<file path="src/rtl/des_seq_pkg.sv">
// Shared types and defaults for the DES round sequencer: FSM states,
// datapath stage select codes and the subkey ordering helper.
package des_seq_pkg;

    typedef enum logic [1:0] {
        ST_IDLE  = 2'd0,
        ST_ISSUE = 2'd1,
        ST_WAIT  = 2'd2,
        ST_DONE  = 2'd3
    } seq_state_t;

    localparam logic [1:0] SEL_IP    = 2'd0;
    localparam logic [1:0] SEL_ROUND = 2'd1;
    localparam logic [1:0] SEL_FP    = 2'd2;

    localparam int DEF_NUM_ROUNDS = 16;
    localparam int DEF_TIMEOUT    = 32;

    // Decryption walks the key schedule backwards.
    function automatic logic [3:0] subkey_of(input logic [3:0] round,
                                             input logic       decrypt,
                                             input int         num_rounds);
        return decrypt ? (4'(num_rounds - 1) - round) : round;
    endfunction

endpackage

</file>
<file path="src/rtl/des_round_sequencer_if.sv">
// Block handshake plus datapath-stage control bundle for the DES sequencer.
// master = sequencer side, slave = upstream/downstream/datapath side.
interface des_round_sequencer_if;

    logic        in_valid;
    logic        in_ready;
    logic [0:63] in_block;
    logic        in_decrypt;
    logic        out_valid;
    logic        out_ready;
    logic [0:63] out_block;
    logic        stage_set;
    logic [1:0]  stage_sel;
    logic [0:63] stage_data;
    logic        stage_status;
    logic [0:63] stage_result;
    logic [3:0]  round_idx;
    logic [3:0]  subkey_idx;
    logic        busy;
    logic        err;

    modport master (
        input  in_valid, in_block, in_decrypt, out_ready, stage_status, stage_result,
        output in_ready, out_valid, out_block, stage_set, stage_sel, stage_data,
               round_idx, subkey_idx, busy, err
    );

    modport slave (
        output in_valid, in_block, in_decrypt, out_ready, stage_status, stage_result,
        input  in_ready, out_valid, out_block, stage_set, stage_sel, stage_data,
               round_idx, subkey_idx, busy, err
    );

endinterface

</file>
<file path="src/rtl/des_stage_timer.sv">
// Counts cycles spent waiting on a datapath stage; expired is asserted during
// the TIMEOUT-th enabled cycle after a clear.
module des_stage_timer
    import des_seq_pkg::*;
#(
    parameter int TIMEOUT = DEF_TIMEOUT
) (
    input  logic clk,
    input  logic rst_n,
    input  logic i_clear,
    input  logic i_enable,
    output logic o_expired
);

    localparam int CNT_W = $clog2(TIMEOUT + 1);

    logic [CNT_W-1:0] r_cnt;

    always_ff @(posedge clk) begin
        if (!rst_n || i_clear) begin
            r_cnt <= '0;
        end else if (i_enable && !o_expired) begin
            r_cnt <= r_cnt + CNT_W'(1);
        end
    end

    assign o_expired = i_enable && (r_cnt == CNT_W'(TIMEOUT - 1));

endmodule

</file>
<file path="src/rtl/des_round_sequencer.sv">
// Sequences one DES block through IP, NUM_ROUNDS Feistel rounds and FP on an
// external datapath, one stage at a time, with a per-stage timeout.
module des_round_sequencer
    import des_seq_pkg::*;
#(
    parameter int TIMEOUT    = DEF_TIMEOUT,
    parameter int NUM_ROUNDS = DEF_NUM_ROUNDS
) (
    input logic                  clk,
    input logic                  rst_n,
    des_round_sequencer_if.master bus
);

    seq_state_t  r_state;
    seq_state_t  w_state_nxt;
    logic [0:63] r_work;
    logic        r_decrypt;
    logic [1:0]  r_sel;
    logic [3:0]  r_round;

    logic w_accept;
    logic w_status_ok;
    logic w_expired;
    logic w_timeout;
    logic w_last_round;
    logic w_timer_clr;
    logic w_timer_en;

    assign w_accept     = (r_state == ST_IDLE) && bus.in_valid;
    assign w_status_ok  = (r_state == ST_WAIT) && bus.stage_status;
    // A status arriving on the expiry cycle still counts as success.
    assign w_timeout    = w_expired && !bus.stage_status;
    assign w_last_round = (r_round == 4'(NUM_ROUNDS - 1));
    assign w_timer_clr  = (r_state == ST_ISSUE);
    assign w_timer_en   = (r_state == ST_WAIT);

    des_stage_timer #(.TIMEOUT(TIMEOUT)) u_timer (
        .clk       (clk),
        .rst_n     (rst_n),
        .i_clear   (w_timer_clr),
        .i_enable  (w_timer_en),
        .o_expired (w_expired)
    );

    always_ff @(posedge clk) begin
        if (!rst_n) begin
            r_state <= ST_IDLE;
        end else begin
            r_state <= w_state_nxt;
        end
    end

    always_comb begin
        w_state_nxt   = r_state;
        bus.in_ready  = 1'b0;
        bus.stage_set = 1'b0;
        bus.out_valid = 1'b0;
        case (r_state)
            ST_IDLE: begin
                bus.in_ready = 1'b1;
                if (bus.in_valid) w_state_nxt = ST_ISSUE;
            end
            ST_ISSUE: begin
                bus.stage_set = 1'b1;
                w_state_nxt   = ST_WAIT;
            end
            ST_WAIT: begin
                if (bus.stage_status) begin
                    w_state_nxt = (r_sel == SEL_FP) ? ST_DONE : ST_ISSUE;
                end else if (w_expired) begin
                    w_state_nxt = ST_IDLE;
                end
            end
            ST_DONE: begin
                bus.out_valid = 1'b1;
                if (bus.out_ready) w_state_nxt = ST_IDLE;
            end
            default: w_state_nxt = ST_IDLE;
        endcase
    end

    // Stage select and round only move on the edge that accepts a status,
    // so they are stable across the whole ISSUE/WAIT pair.
    always_ff @(posedge clk) begin
        if (!rst_n) begin
            r_work    <= '0;
            r_decrypt <= 1'b0;
            r_sel     <= SEL_IP;
            r_round   <= '0;
        end else if (w_accept) begin
            r_work    <= bus.in_block;
            r_decrypt <= bus.in_decrypt;
            r_sel     <= SEL_IP;
            r_round   <= '0;
        end else if (w_status_ok) begin
            r_work <= bus.stage_result;
            case (r_sel)
                SEL_IP: begin
                    r_sel   <= SEL_ROUND;
                    r_round <= '0;
                end
                SEL_ROUND: begin
                    if (w_last_round) r_sel <= SEL_FP;
                    else              r_round <= r_round + 4'd1;
                end
                default: ;
            endcase
        end
    end

    assign bus.stage_data = r_work;
    assign bus.out_block  = r_work;
    assign bus.stage_sel  = r_sel;
    assign bus.round_idx  = r_round;
    assign bus.subkey_idx = subkey_of(r_round, r_decrypt, NUM_ROUNDS);
    assign bus.busy       = (r_state != ST_IDLE);
    assign bus.err        = w_timeout && rst_n;

endmodule

</file>
<file path="src/flat_wrapper.sv">
// flat-port wrapper written by rule: the top's interface ports become plain ports
module des_round_sequencer_flat import des_seq_pkg::*;
#(
    parameter int TIMEOUT    = DEF_TIMEOUT,
    parameter int NUM_ROUNDS = DEF_NUM_ROUNDS
)
  (clk, rst_n, bus_in_valid, bus_in_block, bus_in_decrypt, bus_out_ready, bus_stage_status, bus_stage_result, bus_in_ready, bus_out_valid, bus_out_block, bus_stage_set, bus_stage_sel, bus_stage_data, bus_round_idx, bus_subkey_idx, bus_busy, bus_err);
  des_round_sequencer_if bus_i ();
  input logic clk;
  input logic rst_n;
  input wire logic [$bits(bus_i.in_valid)-1:0] bus_in_valid;
  input wire logic [$bits(bus_i.in_block)-1:0] bus_in_block;
  input wire logic [$bits(bus_i.in_decrypt)-1:0] bus_in_decrypt;
  input wire logic [$bits(bus_i.out_ready)-1:0] bus_out_ready;
  input wire logic [$bits(bus_i.stage_status)-1:0] bus_stage_status;
  input wire logic [$bits(bus_i.stage_result)-1:0] bus_stage_result;
  output wire logic [$bits(bus_i.in_ready)-1:0] bus_in_ready;
  output wire logic [$bits(bus_i.out_valid)-1:0] bus_out_valid;
  output wire logic [$bits(bus_i.out_block)-1:0] bus_out_block;
  output wire logic [$bits(bus_i.stage_set)-1:0] bus_stage_set;
  output wire logic [$bits(bus_i.stage_sel)-1:0] bus_stage_sel;
  output wire logic [$bits(bus_i.stage_data)-1:0] bus_stage_data;
  output wire logic [$bits(bus_i.round_idx)-1:0] bus_round_idx;
  output wire logic [$bits(bus_i.subkey_idx)-1:0] bus_subkey_idx;
  output wire logic [$bits(bus_i.busy)-1:0] bus_busy;
  output wire logic [$bits(bus_i.err)-1:0] bus_err;
  assign bus_i.in_valid = bus_in_valid;
  assign bus_i.in_block = bus_in_block;
  assign bus_i.in_decrypt = bus_in_decrypt;
  assign bus_i.out_ready = bus_out_ready;
  assign bus_i.stage_status = bus_stage_status;
  assign bus_i.stage_result = bus_stage_result;
  assign bus_in_ready = bus_i.in_ready;
  assign bus_out_valid = bus_i.out_valid;
  assign bus_out_block = bus_i.out_block;
  assign bus_stage_set = bus_i.stage_set;
  assign bus_stage_sel = bus_i.stage_sel;
  assign bus_stage_data = bus_i.stage_data;
  assign bus_round_idx = bus_i.round_idx;
  assign bus_subkey_idx = bus_i.subkey_idx;
  assign bus_busy = bus_i.busy;
  assign bus_err = bus_i.err;
  des_round_sequencer #(.TIMEOUT(TIMEOUT), .NUM_ROUNDS(NUM_ROUNDS)) u_core (.clk(clk), .rst_n(rst_n), .bus(bus_i));
endmodule
</file>
<file path="config.mk">
export PLATFORM = sky130hd
export DESIGN_NAME = des_round_sequencer_flat
export DESIGN_NICKNAME = d
export VERILOG_FILES = /design/src/rtl/des_seq_pkg.sv /design/src/rtl/des_round_sequencer_if.sv /design/src/rtl/des_stage_timer.sv /design/src/rtl/des_round_sequencer.sv /design/src/flat_wrapper.sv
export SDC_FILE = /design/constraint.sdc
export NUM_CORES = 1
export LEC_CHECK = 0
export ABC_AREA = 1
export CORE_ASPECT_RATIO = 2
export CORE_UTILIZATION = 33
export DETAILED_ROUTE_END_ITERATION = 7
export PLACE_DENSITY = 0.9
export SLEW_MARGIN = 5
export SYNTH_ARGS = -nofsm -noshare
export SYNTH_HDL_FRONTEND = slang
export SYNTH_SLANG_ARGS = --single-unit
</file>
<file path="constraint.sdc">
create_clock -name clk -period 1.4 [get_ports clk]
set_clock_uncertainty 0.15 [all_clocks]
set_input_delay 0.28 -clock clk [delete_from_list [all_inputs] [get_ports clk]]
set_output_delay 0.28 -clock clk [all_outputs]
set_load 0.005 [all_outputs]
</file>
Word-level counts from Yosys, hierarchy flattened
Index checks and enable logic that the tools add are counted.

Flip-flop bits (word level): 79. Bits in latches: 0. RAM bits: 0. Memory bits (read-only): 0. Input port bits: 134. Logic and storage cells: 57. Memories: 0.

Add/sub/neg operators: 3. Multipliers: 0. Div/mod/pow operators: 0. Magnitude comparators: 0. Eq/ne operators: 12. Shifts and indexed selects: 0. Muxes and demuxes: 16. Bitwise operators: 1. Reduce and logical (&&, ||, !) cells: 19.

Operators by type and width (count): two-way mux 64 bit (2); two-way mux 2 bit (6); AND reduction 3 bit (3); two-way mux 4 bit (2); one-hot mux 2 bit (4 select lines) (1); one-hot mux 4 bit (2 select lines) (1); adder 6 x 1 -> 6 bit (second input constant) (1); == test 2 bit (second input constant) (3); == test 6 x 5 -> 1 bit (second input constant) (1); logical AND 1 bit (6); inequality test 2 bit (second input constant) (3); nonzero test 2 bit (3); adder 4 x 1 -> 4 bit (second input constant) (1); == test 2 x 1 -> 1 bit (second input constant) (2); == test 4 bit (second input constant) (1); zero test 2 bit (2); one-hot mux 2 bit (2 select lines) (1); subtractor 4 bit (first input constant) (1); zero test 1 bit (3); two-way mux 1 bit (3); inequality test 3 x 2 -> 1 bit (second input constant) (1); inequality test 2 x 1 -> 1 bit (second input constant) (1); OR reduction 2 bit (1); logical OR 1 bit (1); inverter 1 bit (1).

Logic depth before layout (Yosys ltp)
Depth in word-level cells: 5. Gate-level depth with buffers: 8. Mapped depth without buffers: 8.

Modules after synthesis
A second synthesis with hierarchy kept.

Cell total of the unflattened synthesis: 693. Area, all modules: 4714.5 µm².

Modules (own cells, without submodules): des_round_sequencer (times used 1, cells an instance 643, area an instance 4375.4 µm², seq. area each 1461.4 µm²); des_stage_timer (times used 1, cells an instance 50, area an instance 339.1 µm², seq. area each 120.1 µm²).

Worst setup path before layout
Ideal clock, no wire load.

Kind: register to output. Start: reg u_core.u_timer.r_cnt[0]. End: out bus_err. Arrival time: 1.052 ns. Path slack: -0.082 ns. Cell stages (with the launch flop): 6. Path buffers: 0. Cell sequence: dfxtp_1 -> ha_1 -> nand2_1 -> nor2_1 -> nand2_1 -> nor4_1.

Cells in the longest elaborated chain, start to end: 4.

RTL lines: start: declaration (RTL line des_stage_timer.sv:17) `logic [CNT_W-1:0] r_cnt;`; start signal: assignment (RTL line des_stage_timer.sv:23) `r_cnt <= r_cnt + CNT_W'(1);`; == test 6 x 5 -> 1 bit (RTL line des_stage_timer.sv:27) `assign o_expired = i_enable && (r_cnt == CNT_W'(TIMEOUT - 1));`; logical AND 1 bit (RTL line des_stage_timer.sv:27); logical AND 1 bit (RTL line des_round_sequencer.sv:32) `assign w_timeout = w_expired && !bus.stage_status;`; logical AND 1 bit (RTL line des_round_sequencer.sv:117) `assign bus.err = w_timeout && rst_n;`; end: declaration (RTL line flat_wrapper.sv:26) `output wire logic [$bits(bus_i.err)-1:0] bus_err;`.

Every way passes these cells.

Worst setup path in the final report
Start: reg u_core.u_timer.r_cnt[1]. End: out bus_err.

The elaborated chain is that of the path after synthesis.

==> impl_metrics.csv <==
group,metric,value,unit
cells_and_area,syn2layout_area_growth,129,%
clocking,cts_sinks,79,
sta,final_hold_viol_count,0,
sta,rsz0062_at_grt,"yes",
critical_path,rr_endpoint,"u_core.bus.out_block[57]$_SDFFE_PN0P_",
floorplan,die_height,162,um
critical_path,worstPathCellList,"ha_4 -> nand2_4 -> nor2_4 -> nand2_4 -> nor4_4 -> buf_2",
placed_design,dp_hpwl,10.6,mm
yosys,synth-main-ff-cell,"dfxtp_1",
placed_design,place_congestion,0.876,
critical_path,cp_slowest_cell,"dfxtp_4",
power_and_ir_drop,peakVddDrop,657,uV
critical_path,r2r_start,"u_core.r_state[1]$_SDFFE_PN0P_",
sta,fin_crit,1990,ps
sta,slew-limit-headroom,0.670,
power_and_ir_drop,power_density,894,nW/um^2
clocking,cts.path.max_buffers,2,
detailed_routing,ant_nets,0,
critical_path,r2r_setup_slack,-440,ps
detailed_routing,drcViolationCount,0,
status,status,"finished with violations",
critical_path,cp_slowest_stage_delay,360,ps
yosys,async_flop_share,0,
yosys,ys_warn_count,0,
placed_design,portBuffers,276,
status,violations,"negative setup slack",
clocking,cts-root-buf,"clkbuf_16",
global_route,antenna_found_initial,0,
global_route,gr-total-overflow,0,
detailed_routing,dr.first_iter.drc_count,340,
critical_path,crit_end,"bus_err",
critical_path,r2r_cells,10,
critical_path,cp_common_cell,"nand2_4",
detailed_routing,routedWlPerCell,21.7,um
detailed_routing,routed_via_density,5.29,
floorplan,fp.dieW,82,um
yosys,synth_cells,608,
cells_and_area,antenna_cells,0,
yosys,yosysSeqAreaShare,0.374,
power_and_ir_drop,total_power,8.64,mW
flow_run,cap_violations,0,
cells_and_area,drive_gt1_frac,0.520,
critical_path,critPathBufInv,1,
global_route,grt_max_degree,68,
critical_path,arrival,1560,ps
floorplan,die_area,13300,sq um
cells_and_area,instances_no_fill,1089,
cells_and_area,final_core_util,0.770,
cells_and_area,nets,1070,
yosys,synth_fp_nets,744,
sta,slew_viol_final,0,
yosys,syn_area,4220,sq um
floorplan,start_util,0.336,
yosys,syn_area_per_cell,6.95,sq um
hold_path,hold_start,"u_core.bus.out_block[18]$_SDFFE_PN0P_",
global_route,grt_pass1_wl,30.9,mm
detailed_routing,wl,23.6,mm
clocking,clk_pin_slew,60,ps
hold_path,hold_class,"register to register",
yosys,synth_edf_count,0,
floorplan,ios,277,
power_and_ir_drop,leakage,4.44,nW
clocking,clk_latency,340,ps
yosys,ys_types,22,
hold_path,worstHoldPathCells,2,
clocking,cts_hold_buf,0,
sta,layout_setup_ws,-593,ps
floorplan,core-area,12600,sq um
sta,post-route-period-util,1.42,
critical_path,end_kind,"primary output",
sta,max_freq,502,MHz
clocking,cts_tree,"done",
critical_path,path_max_fanout,2,
critical_path,cpLargestDelayFamily,"simple AND/OR/NAND/NOR gates",
sta,worst_pin_slew,495,ps
sta,setup_violations,88,
global_route,grt_pass1_vias,5690,
clocking,numCtsBuffers,9,
placed_design,dp_cells,971,
floorplan,placementRows,58,
critical_path,crit_cells,6,
critical_path,startpoint,"u_core.u_timer.r_cnt[1]$_SDFFE_PP0P_",
global_route,grt_use_total,0.317,
yosys,ys_ff_latch,79,
detailed_routing,firstDrtPassIters,5,
critical_path,crit_path_start_kind,"register",
detailed_routing,dr_total_vias,5758,
clocking,h-tree-depth,3,
critical_path,required,970,ps
critical_path,path_class,"register to primary output",
## state kept, by name, summed over array words and instances (netlist names)
name,flops
u_core.bus.out_block,64
u_core.bus.round_idx,4
u_core.bus.stage_sel,2
u_core.r_decrypt,1
u_core.r_state,2
u_core.u_timer.r_cnt,6
## worst min-delay path by stage
| stage | endpoint |
|---|---|
| final | u_core.bus.out_block[18]$_SDFFE_PN0P_ |
| after global routing | u_core.bus.out_block[49]$_SDFFE_PN0P_ |
| after CTS | u_core.bus.out_block[16]$_SDFFE_PN0P_ |
| after detailed placement | u_core.bus.out_block[18]$_SDFFE_PN0P_ |
| after global placement | u_core.bus.out_block[13]$_SDFFE_PN0P_ |
| after floorplan | u_core.r_state[0]$_SDFFE_PN0P_ |
## power breakdown
| group | internal [mW] | switching [mW] | leakage, nW |
|---|---|---|---|
| Sequential | 2.50 | 0.206 | 0.680 |
| Clock | 1.20 | 1.01 | 0.118 |
| Combinational | 2.05 | 1.66 | 3.64 |
| Total | 5.75 | 2.88 | 4.44 |
## routing by layer
metal	vias up	wire length (um)	track usage
li1	2553	-	-
met1	2721	7930	0.329
met2	363	12600	0.560
met3	121	1510	0.0657
met4	0	1610	0.191
met5	-	0	0
## cells in the mapped netlist, types with 2 or more instances
cell / count / area (sq um)
nand3_1: 8 / 40.0
a21oi_1: 78 / 390
xor2_1: 6 / 52.6
dfxtp_1: 79 / 1580
o21ai_1: 105 / 526
ha_1: 2 / 25.0
nand2_1: 96 / 360
buf_2: 16 / 80.1
clkbuf_1: 11 / 41.3
nor2_1: 17 / 63.8
buf_4: 65 / 488
o21ai_0: 27 / 135
nor2_2: 3 / 18.8
inv_1: 82 / 308
buf_6: 6 / 67.6
## worst register-to-register path, delay by kind of cell, from the launching register on
kind	cells	cell delay [ps]
AND/OR/NAND/NOR	2	190
AO/OA/AOI/OAI	2	240
flip-flops	1	330
buffers and inverters	6	810
## cell usage in the layout (no fill, tap or decap), types with 2 or more instances in the layout
cell / n
nand2_2: 17
dfxtp_1: 7
inv_2: 4
dfxtp_4: 13
dlygate4sd2_1: 82
o21ai_2: 90
o21ai_1: 13
a21oi_1: 33
nand3_1: 7
clkinvlp_4: 4
nor2_4: 7
o21ai_4: 27
xor2_1: 5
clkdlybuf4s15_1: 26
o21ai_0: 2
nand2_8: 3
nand2_4: 27
clkdlybuf4s50_1: 131
clkbuf_2: 20
nor2_1: 12
inv_12: 2
clkbuf_16: 9
buf_4: 66
inv_1: 76
clkbuf_1: 2
nand2_1: 51
dfxtp_2: 59
buf_8: 2
buf_16: 20
buf_6: 33
a21oi_2: 45
buf_2: 11
buf_12: 20
## timing repair
item,4_1_cts,5_1_grt
cloned,23,0
buffers inserted,69,27
hold endpoints to repair,0,0
pin swaps,47,45
endpoints found under the setup margin,221,123
resized for setup,509,234
## cells by family after synthesis
group,after synthesis,synth area share
and+or+nand+nor,128,0.121
AOI/OAI and AO/OA,210,0.249
adders and majority gates,2,0.00592
DFF,79,0.374
xor gates and xnor gates,7,0.0145
buffers and inverters,182,0.235
## cell type report
cell class	count	area, sq um
Timing Repair Buffer	412	4310
Fill cell	768	2890
Multi-Input combinational cell	348	2850
Sequential cell	79	1700
Inverter	83	332
Clock buffer	11	233
Tap cell	150	188
Clock inverter	5	35.0
Timing Repair inverter	1	16.3
## metrics by stage
stage | TNS (ps) | area (sq um) | hold WS [ps] | worst slack, ps
after floorplan | -28.5 | 4230 | 255 | -28.5
after global placement | -41060 | 6840 | 314 | -622
after detailed placement | -44440 | 6840 | 320 | -703
after CTS | -36740 | 9010 | 310 | -546
after global routing | -32860 | 9660 | 333 | -600
final | -28400 | 9660 | 315 | -593
Note: power is estimated with default switching activity, not from simulation.
